### src/rtl/pixel_shade_pkg.sv
// Shared shading modes, face factors and colour helpers for pixel_shade_pipe.
// Face factors are 8.8 fixed point, so 256 means "unchanged".
package pixel_shade_pkg;

  typedef enum logic [1:0] {
    SHADE_FLAT  = 2'd0,
    SHADE_FACE  = 2'd1,
    SHADE_FOG   = 2'd2,
    SHADE_DEPTH = 2'd3
  } shade_mode_e;

  localparam logic [8:0] FACE_K_X = 9'd256;
  localparam logic [8:0] FACE_K_Y = 9'd192;
  localparam logic [8:0] FACE_K_Z = 9'd128;

  localparam int RGB_COLOR_W = 8;

  typedef struct packed {
    logic [RGB_COLOR_W-1:0] r;
    logic [RGB_COLOR_W-1:0] g;
    logic [RGB_COLOR_W-1:0] b;
  } rgb_t;

  // Reserved face code shades like an x face.
  function automatic logic [8:0] face_k(input logic [1:0] dir);
    case (dir)
      2'd1:    return FACE_K_Y;
      2'd2:    return FACE_K_Z;
      default: return FACE_K_X;
    endcase
  endfunction

endpackage

### src/rtl/shade_blend_ch.sv
// One colour channel of stages 2 and 3: face multiply, then fog/depth/miss select.
// Holds its registers whenever en is low, so the channel stalls with the pipe.
module shade_blend_ch
  import pixel_shade_pkg::*;
#(
  parameter int COLOR_W = 8
) (
  input  logic               clk,
  input  logic               rst_n,
  input  logic               en,
  input  logic [1:0]         s1_mode,
  input  logic [8:0]         s1_k,
  input  logic [COLOR_W-1:0] s1_c,
  input  logic [COLOR_W-1:0] s1_fog,
  input  logic [COLOR_W-1:0] s1_sky,
  input  logic               s2_hit,
  input  logic [1:0]         s2_mode,
  input  logic [7:0]         s2_f,
  output logic [COLOR_W-1:0] out_c
);

  localparam int IW = COLOR_W + 9;

  shade_mode_e m1, m2;
  logic [COLOR_W-1:0] c2_q, c2_d, fog2_q, fog2_d, sky2_q, sky2_d, out_q, out_d;
  logic [IW-1:0] face_prod, blend;

  assign m1 = shade_mode_e'(s1_mode);
  assign m2 = shade_mode_e'(s2_mode);

  always_comb begin
    c2_d   = c2_q;
    fog2_d = fog2_q;
    sky2_d = sky2_q;
    face_prod = IW'(s1_c) * IW'(s1_k);
    if (en) begin
      fog2_d = s1_fog;
      sky2_d = s1_sky;
      if (m1 == SHADE_FACE || m1 == SHADE_FOG) c2_d = COLOR_W'(face_prod >> 8);
      else                                     c2_d = s1_c;
    end
  end

  // Weights sum to 256, so the blend never exceeds the channel maximum.
  always_comb begin
    out_d = out_q;
    blend = IW'(c2_q) * IW'(9'd256 - 9'(s2_f)) + IW'(fog2_q) * IW'(s2_f);
    if (en) begin
      if (!s2_hit) begin
        out_d = (m2 == SHADE_DEPTH) ? '0 : sky2_q;
      end else begin
        case (m2)
          SHADE_FOG:   out_d = COLOR_W'(blend >> 8);
          SHADE_DEPTH: out_d = COLOR_W'(8'd255 - s2_f);
          default:     out_d = c2_q;
        endcase
      end
    end
  end

  always_ff @(posedge clk or negedge rst_n) begin
    if (!rst_n) begin
      c2_q   <= '0;
      fog2_q <= '0;
      sky2_q <= '0;
      out_q  <= '0;
    end else begin
      c2_q   <= c2_d;
      fog2_q <= fog2_d;
      sky2_q <= sky2_d;
      out_q  <= out_d;
    end
  end

  assign out_c = out_q;

endmodule

### src/rtl/pixel_shade_pipe.sv
// Three-stage pixel shader with fog, depth debug and hit/miss counters; 3-cycle latency.
// All stages advance together only when the output slot is empty or being taken.
module pixel_shade_pipe
  import pixel_shade_pkg::*;
#(
  parameter int COLOR_W   = 8,
  parameter int T_W       = 16,
  parameter int TAG_W     = 21,
  parameter int FOG_SHIFT = 4,
  parameter int CNT_W     = 32
) (
  input  logic                 clk_in,
  input  logic                 rst_in,
  input  logic [1:0]           mode_in,
  input  logic [3*COLOR_W-1:0] fog_rgb_in,
  input  logic [3*COLOR_W-1:0] sky_rgb_in,
  input  logic                 in_valid,
  output logic                 in_ready,
  input  logic                 in_hit,
  input  logic [1:0]           in_dir,
  input  logic [3*COLOR_W-1:0] in_mat_rgb,
  input  logic [T_W-1:0]       in_t,
  input  logic [TAG_W-1:0]     in_tag,
  output logic                 out_valid,
  input  logic                 out_ready,
  output logic [3*COLOR_W-1:0] out_rgb,
  output logic [TAG_W-1:0]     out_tag,
  input  logic                 clear_in,
  output logic [CNT_W-1:0]     hit_count,
  output logic [CNT_W-1:0]     miss_count
);

  localparam int RGB_W = 3 * COLOR_W;

  logic en;
  logic [T_W-1:0] t_sh;

  logic v1_q, v1_d, hit1_q, hit1_d;
  logic [1:0] mode1_q, mode1_d;
  logic [RGB_W-1:0] mat1_q, mat1_d, fog1_q, fog1_d, sky1_q, sky1_d;
  logic [7:0] f1_q, f1_d;
  logic [8:0] k1_q, k1_d;
  logic [TAG_W-1:0] tag1_q, tag1_d;

  logic v2_q, v2_d, hit2_q, hit2_d;
  logic [1:0] mode2_q, mode2_d;
  logic [7:0] f2_q, f2_d;
  logic [TAG_W-1:0] tag2_q, tag2_d;

  logic v3_q, v3_d;
  logic [TAG_W-1:0] tag3_q, tag3_d;

  logic [CNT_W-1:0] hit_cnt_q, hit_cnt_d, miss_cnt_q, miss_cnt_d;

  assign en       = !v3_q || out_ready;
  assign in_ready = en;

  always_comb begin
    v1_d = v1_q;  hit1_d = hit1_q;  mode1_d = mode1_q;  mat1_d = mat1_q;
    fog1_d = fog1_q;  sky1_d = sky1_q;  f1_d = f1_q;  k1_d = k1_q;  tag1_d = tag1_q;
    v2_d = v2_q;  hit2_d = hit2_q;  mode2_d = mode2_q;  f2_d = f2_q;  tag2_d = tag2_q;
    v3_d = v3_q;  tag3_d = tag3_q;
    t_sh = in_t >> FOG_SHIFT;
    if (en) begin
      v1_d    = in_valid;
      hit1_d  = in_hit;
      mode1_d = mode_in;
      mat1_d  = in_mat_rgb;
      fog1_d  = fog_rgb_in;
      sky1_d  = sky_rgb_in;
      f1_d    = (t_sh > T_W'(255)) ? 8'hFF : t_sh[7:0];
      k1_d    = face_k(in_dir);
      tag1_d  = in_tag;

      v2_d    = v1_q;
      hit2_d  = hit1_q;
      mode2_d = mode1_q;
      f2_d    = f1_q;
      tag2_d  = tag1_q;

      v3_d    = v2_q;
      tag3_d  = tag2_q;
    end
  end

  // Clear takes priority over a same-cycle increment.
  always_comb begin
    hit_cnt_d  = hit_cnt_q;
    miss_cnt_d = miss_cnt_q;
    if (clear_in) begin
      hit_cnt_d  = '0;
      miss_cnt_d = '0;
    end else if (in_valid && en) begin
      if (in_hit) begin
        if (hit_cnt_q != '1) hit_cnt_d = hit_cnt_q + CNT_W'(1);
      end else begin
        if (miss_cnt_q != '1) miss_cnt_d = miss_cnt_q + CNT_W'(1);
      end
    end
  end

  always_ff @(posedge clk_in or negedge rst_in) begin
    if (!rst_in) begin
      v1_q <= 1'b0;  hit1_q <= 1'b0;  mode1_q <= '0;  mat1_q <= '0;
      fog1_q <= '0;  sky1_q <= '0;  f1_q <= '0;  k1_q <= '0;  tag1_q <= '0;
      v2_q <= 1'b0;  hit2_q <= 1'b0;  mode2_q <= '0;  f2_q <= '0;  tag2_q <= '0;
      v3_q <= 1'b0;  tag3_q <= '0;
      hit_cnt_q <= '0;  miss_cnt_q <= '0;
    end else begin
      v1_q <= v1_d;  hit1_q <= hit1_d;  mode1_q <= mode1_d;  mat1_q <= mat1_d;
      fog1_q <= fog1_d;  sky1_q <= sky1_d;  f1_q <= f1_d;  k1_q <= k1_d;  tag1_q <= tag1_d;
      v2_q <= v2_d;  hit2_q <= hit2_d;  mode2_q <= mode2_d;  f2_q <= f2_d;  tag2_q <= tag2_d;
      v3_q <= v3_d;  tag3_q <= tag3_d;
      hit_cnt_q <= hit_cnt_d;  miss_cnt_q <= miss_cnt_d;
    end
  end

  for (genvar i = 0; i < 3; i++) begin : g_ch
    shade_blend_ch #(.COLOR_W(COLOR_W)) u_ch (
      .clk     (clk_in),
      .rst_n   (rst_in),
      .en      (en),
      .s1_mode (mode1_q),
      .s1_k    (k1_q),
      .s1_c    (mat1_q[i*COLOR_W +: COLOR_W]),
      .s1_fog  (fog1_q[i*COLOR_W +: COLOR_W]),
      .s1_sky  (sky1_q[i*COLOR_W +: COLOR_W]),
      .s2_hit  (hit2_q),
      .s2_mode (mode2_q),
      .s2_f    (f2_q),
      .out_c   (out_rgb[i*COLOR_W +: COLOR_W])
    );
  end

  assign out_valid  = v3_q;
  assign out_tag    = tag3_q;
  assign hit_count  = hit_cnt_q;
  assign miss_count = miss_cnt_q;

endmodule

### config.mk
export PLATFORM = sky130hd
export DESIGN_NAME = pixel_shade_pipe
export DESIGN_NICKNAME = d
export VERILOG_FILES = /design/src/rtl/pixel_shade_pkg.sv /design/src/rtl/shade_blend_ch.sv /design/src/rtl/pixel_shade_pipe.sv
export SDC_FILE = /design/constraint.sdc
export NUM_CORES = 2
export LEC_CHECK = 0
export BUFFER_PORTS_ARGS = -buffer_cell sky130_fd_sc_hd__buf_4
export CAP_MARGIN = 20
export CORE_ASPECT_RATIO = 1.1
export CORE_MARGIN = 10
export CORE_UTILIZATION = 56
export DETAILED_ROUTE_END_ITERATION = 8
export PLACE_DENSITY = 0.82
export SLEW_MARGIN = 20
export SYNTH_ARGS = -nofsm -noshare
export SYNTH_HDL_FRONTEND = slang
export SYNTH_SLANG_ARGS = --single-unit
### constraint.sdc
create_clock -name clk_in -period 6.4 [get_ports clk_in]
set_clock_uncertainty 0.1 [all_clocks]
set_input_delay 1.28 -clock clk_in [delete_from_list [all_inputs] [get_ports clk_in]]
set_output_delay 1.28 -clock clk_in [all_outputs]
set_load 0.1 [all_outputs]
==> impl_metrics.env <==
export IMPL_path_clk_slew_ns=0.07
export IMPL_worst_pin_slew_ns=1.02
export IMPL_grt_pass1_wl_mm=125
export IMPL_min_period_over_period_pct=103
export IMPL_initial_core_util_pct=56.6
export IMPL_cp_start_kind="register"
export IMPL_mostFrequentLayoutCells="824 x nand2_1, 471 x inv_1, 343 x buf_4"
export IMPL_clockBufferDepth=3
export IMPL_yosysWarningCount=0
export IMPL_numPortBuffers=225
export IMPL_dp_cells=4159
export IMPL_synth_ff_latch_count=323
export IMPL_hold_ws_ns=0.362
export IMPL_hold_path_class="register to register"
export IMPL_clock_latency_ns=0.58
export IMPL_cts_sinks=323
export IMPL_fin_util_pct=66.9
export IMPL_async_reset_ff_share_pct=100
export IMPL_status="finished with violations"
export IMPL_avgSynthCellArea_um2=8.77
export IMPL_setup_viol=15
export IMPL_crit_top_cell="fa_1"
export IMPL_cts_hold_buf=0
export IMPL_synth_edf_count=0
export IMPL_vias=23300
export IMPL_rrSetupSlack_ns=-0.19
export IMPL_slew_limit_headroom_pct=32.3
export IMPL_fin_crit_ns=6.59
export IMPL_drt_pass1_iter_count=5
export IMPL_ios=230
export IMPL_top_usage_layer="met2"
export IMPL_place_gp_congestion=0.948
export IMPL_finalHoldViolations=0
export IMPL_h_tree_depth=2
export IMPL_synth_seq_area_share_pct=27.9
export IMPL_drt_wirelength_per_cell_um=18.9
export IMPL_die_y_um=259
export IMPL_path_cells="nor2_4 > nand2_4 > nor3_4 > xnor2_2 > buf_4 > nand2_2 > fa_1 > fa_1 > fa_1 > inv_1 > fa_1 > fa_1 > inv_1 > fa_1 > inv_2 > ha_4 > nor3_4 > o211ai_1 > buf_4 > nand4_1 > a31oi_4 > or3_1 > nand3_1 > a31oi_1"
export IMPL_synth_cell_types=52
export IMPL_timing_setup_tns_ns=-1.30
export IMPL_drv_slew=0
export IMPL_cts_buffers=35
export IMPL_cts_tree="done"
export IMPL_grt_pass1_vias=24100
export IMPL_worst_setup_path_end_kind="register"
export IMPL_drc=0
export IMPL_hold_end="g_ch[2].u_ch.sky2_q[7]"
export IMPL_use_met1_pct=29.7
export IMPL_hpwl_mm=57.6
export IMPL_maxCapViolCount=0
export IMPL_fp_dieArea_mm2=0.0613
export IMPL_cp_slowest_cell="fa_1"
export IMPL_worst_slack_ns=-0.186
export IMPL_r2r_end="g_ch[2].u_ch.out_c[6]"
export IMPL_grt_max_degree=225
export IMPL_setup_worst_path_class="register to register"
export IMPL_failed_checks="setup timing"
export IMPL_syn_nets=4005
export IMPL_core_mm2=0.0513
export IMPL_reg2reg_depth=24
export IMPL_syn_to_final_growth_pct=18.2
export IMPL_ys_flop_type="dfrtp_1"
export IMPL_fin_nets=4256
export IMPL_layoutNonFillerInstCount=4251
export IMPL_hp_start="sky1_q[23]"
export IMPL_drtIter0Drc=1799
export IMPL_viasPerCell=5.47
export IMPL_reg2reg_from="f2_q[2]"
export IMPL_groute_usage_overall_pct=25.0
export IMPL_drive_gt1_share_pct=16.0
export IMPL_grtUsageMet3_pct=6.56
export IMPL_cts_root_buf="clkbuf_16"
export IMPL_max_freq_ghz=0.152
export IMPL_synth_area_mm2=0.0290
export IMPL_met2_usage_pct=41.6
export IMPL_fillers=3652
export IMPL_crit_arrival_ns=6.92
export IMPL_rows=87
export IMPL_antenna_found_initial=1
export IMPL_final_common_cell="nand2_1"
export IMPL_overflow=0
export IMPL_wirelength_mm=80.2
export IMPL_postSynthCellCount=3306
export IMPL_ant_nets=0
export IMPL_die_width_um=237
export IMPL_crit_required_ns=6.73
export IMPL_path_delay_family="adder cells"
export IMPL_critPathMaxFanout=4
export IMPL_worstHoldPathCells=2
export IMPL_path_buf_inv=5
export IMPL_rsz0062_at_grt="true"
export IMPL_slowest_delay_ns=0.57
stage by stage:
stage,area (µm²),worst slack [ns]
after floorplan,29000,0.00314
final,34300,-0.186
after CTS,33500,-0.00473
after global placement,31900,-0.171
after global routing,34300,-0.349
after detailed placement,31900,-0.315
worst min-delay path: stages, from the launching register on:
cell,delay (ns)
dfrtp_1,0.34
nand2_1,0.05
nand2_1,0.05
layer usage:
metal,part of all wire [%],routed length [µm]
met3,9.2,7400
met4,5.7,4530
met1,37,29500
met5,0.021,17
met2,48,38800
worst max-delay path by stage:
stage | cells past startpoint | to | start
after floorplan | 25 | g_ch[1].u_ch.out_c[2] | f2_q[0]
after global placement | 24 | g_ch[1].u_ch.out_c[2] | f2_q[1]
after detailed placement | 24 | g_ch[1].u_ch.out_c[2] | f2_q[0]
after CTS | 24 | g_ch[1].u_ch.out_c[2] | f2_q[2]
after global routing | 24 | g_ch[2].u_ch.out_c[6] | f2_q[2]
final | 24 | g_ch[2].u_ch.out_c[6] | f2_q[2]
cell families (layout without fill, tap and decap cells):
group / after synthesis / after routing / share of synthesized area, %
AND/OR/NAND/NOR: 1395 / 1395 / 21.8
buffers and inverters: 648 / 925 / 8.42
adder cells (fa/ha/maj): 580 / 580 / 33.2
flip-flops: 323 / 323 / 27.9
AO/OA/AOI/OAI: 231 / 231 / 4.87
XOR/XNOR: 128 / 128 / 3.86
multiplexers: 1 / 1 / 0.0345
other: 0 / 1 / 0
flip-flops by register name (all words and copies together), names as in the netlist:
register / flops
f1_q: 8
f2_q: 8
fog1_q: 24
g_ch.u_ch.c2_q: 24
g_ch.u_ch.fog2_q: 24
g_ch.u_ch.out_c: 24
g_ch.u_ch.sky2_q: 24
hit1_q: 1
hit2_q: 1
hit_count: 32
k1_q: 3
mat1_q: 24
miss_count: 32
mode1_q: 2
mode2_q: 2
out_tag: 21
out_valid: 1
sky1_q: 24
tag1_q: 21
tag2_q: 21
v1_q: 1
v2_q: 1
layout make-up:
class                           count  area, µm²  share of cell area, %
Tap cell                          667        835                   2.43
Timing Repair Buffer              373       2970                   8.65
Antenna cell                        1       2.50                0.00730
Multi-Input combinational cell   2335      19300                   56.4
Sequential cell                   323       8080                   23.6
Inverter                          489       1840                   5.37
Clock inverter                     18        279                  0.814
Clock buffer                       45        943                   2.75
repair_timing:
item,CTS,global route
cloned,1,0
pin swaps,44,114
buffers inserted,10,21
endpoints found under the setup margin,21,24
gates resized for setup,50,155
cells in the mapped netlist (10+ instances only):
master	number	area share, %
nor3_1	25	0.43
fa_1	315	22
inv_1	488	6.3
xnor2_1	71	2.1
buf_1	10	0.13
dfrtp_1	323	28
and2_1	302	6.5
or3_1	10	0.22
xor2_1	57	1.7
nand4_1	20	0.43
a21o_1	11	0.28
clkbuf_1	147	1.9
nand2_1	836	11
a31oi_1	15	0.32
a21oi_1	72	1.2
nor2_1	121	1.6
ha_1	265	11
and3_1	17	0.37
a22oi_1	10	0.26
o21ai_0	69	1.2
nand3_1	31	0.53
Power is not shown: default switching activity piles up to over one toggle a cycle in this logic, so the estimate is an artifact.
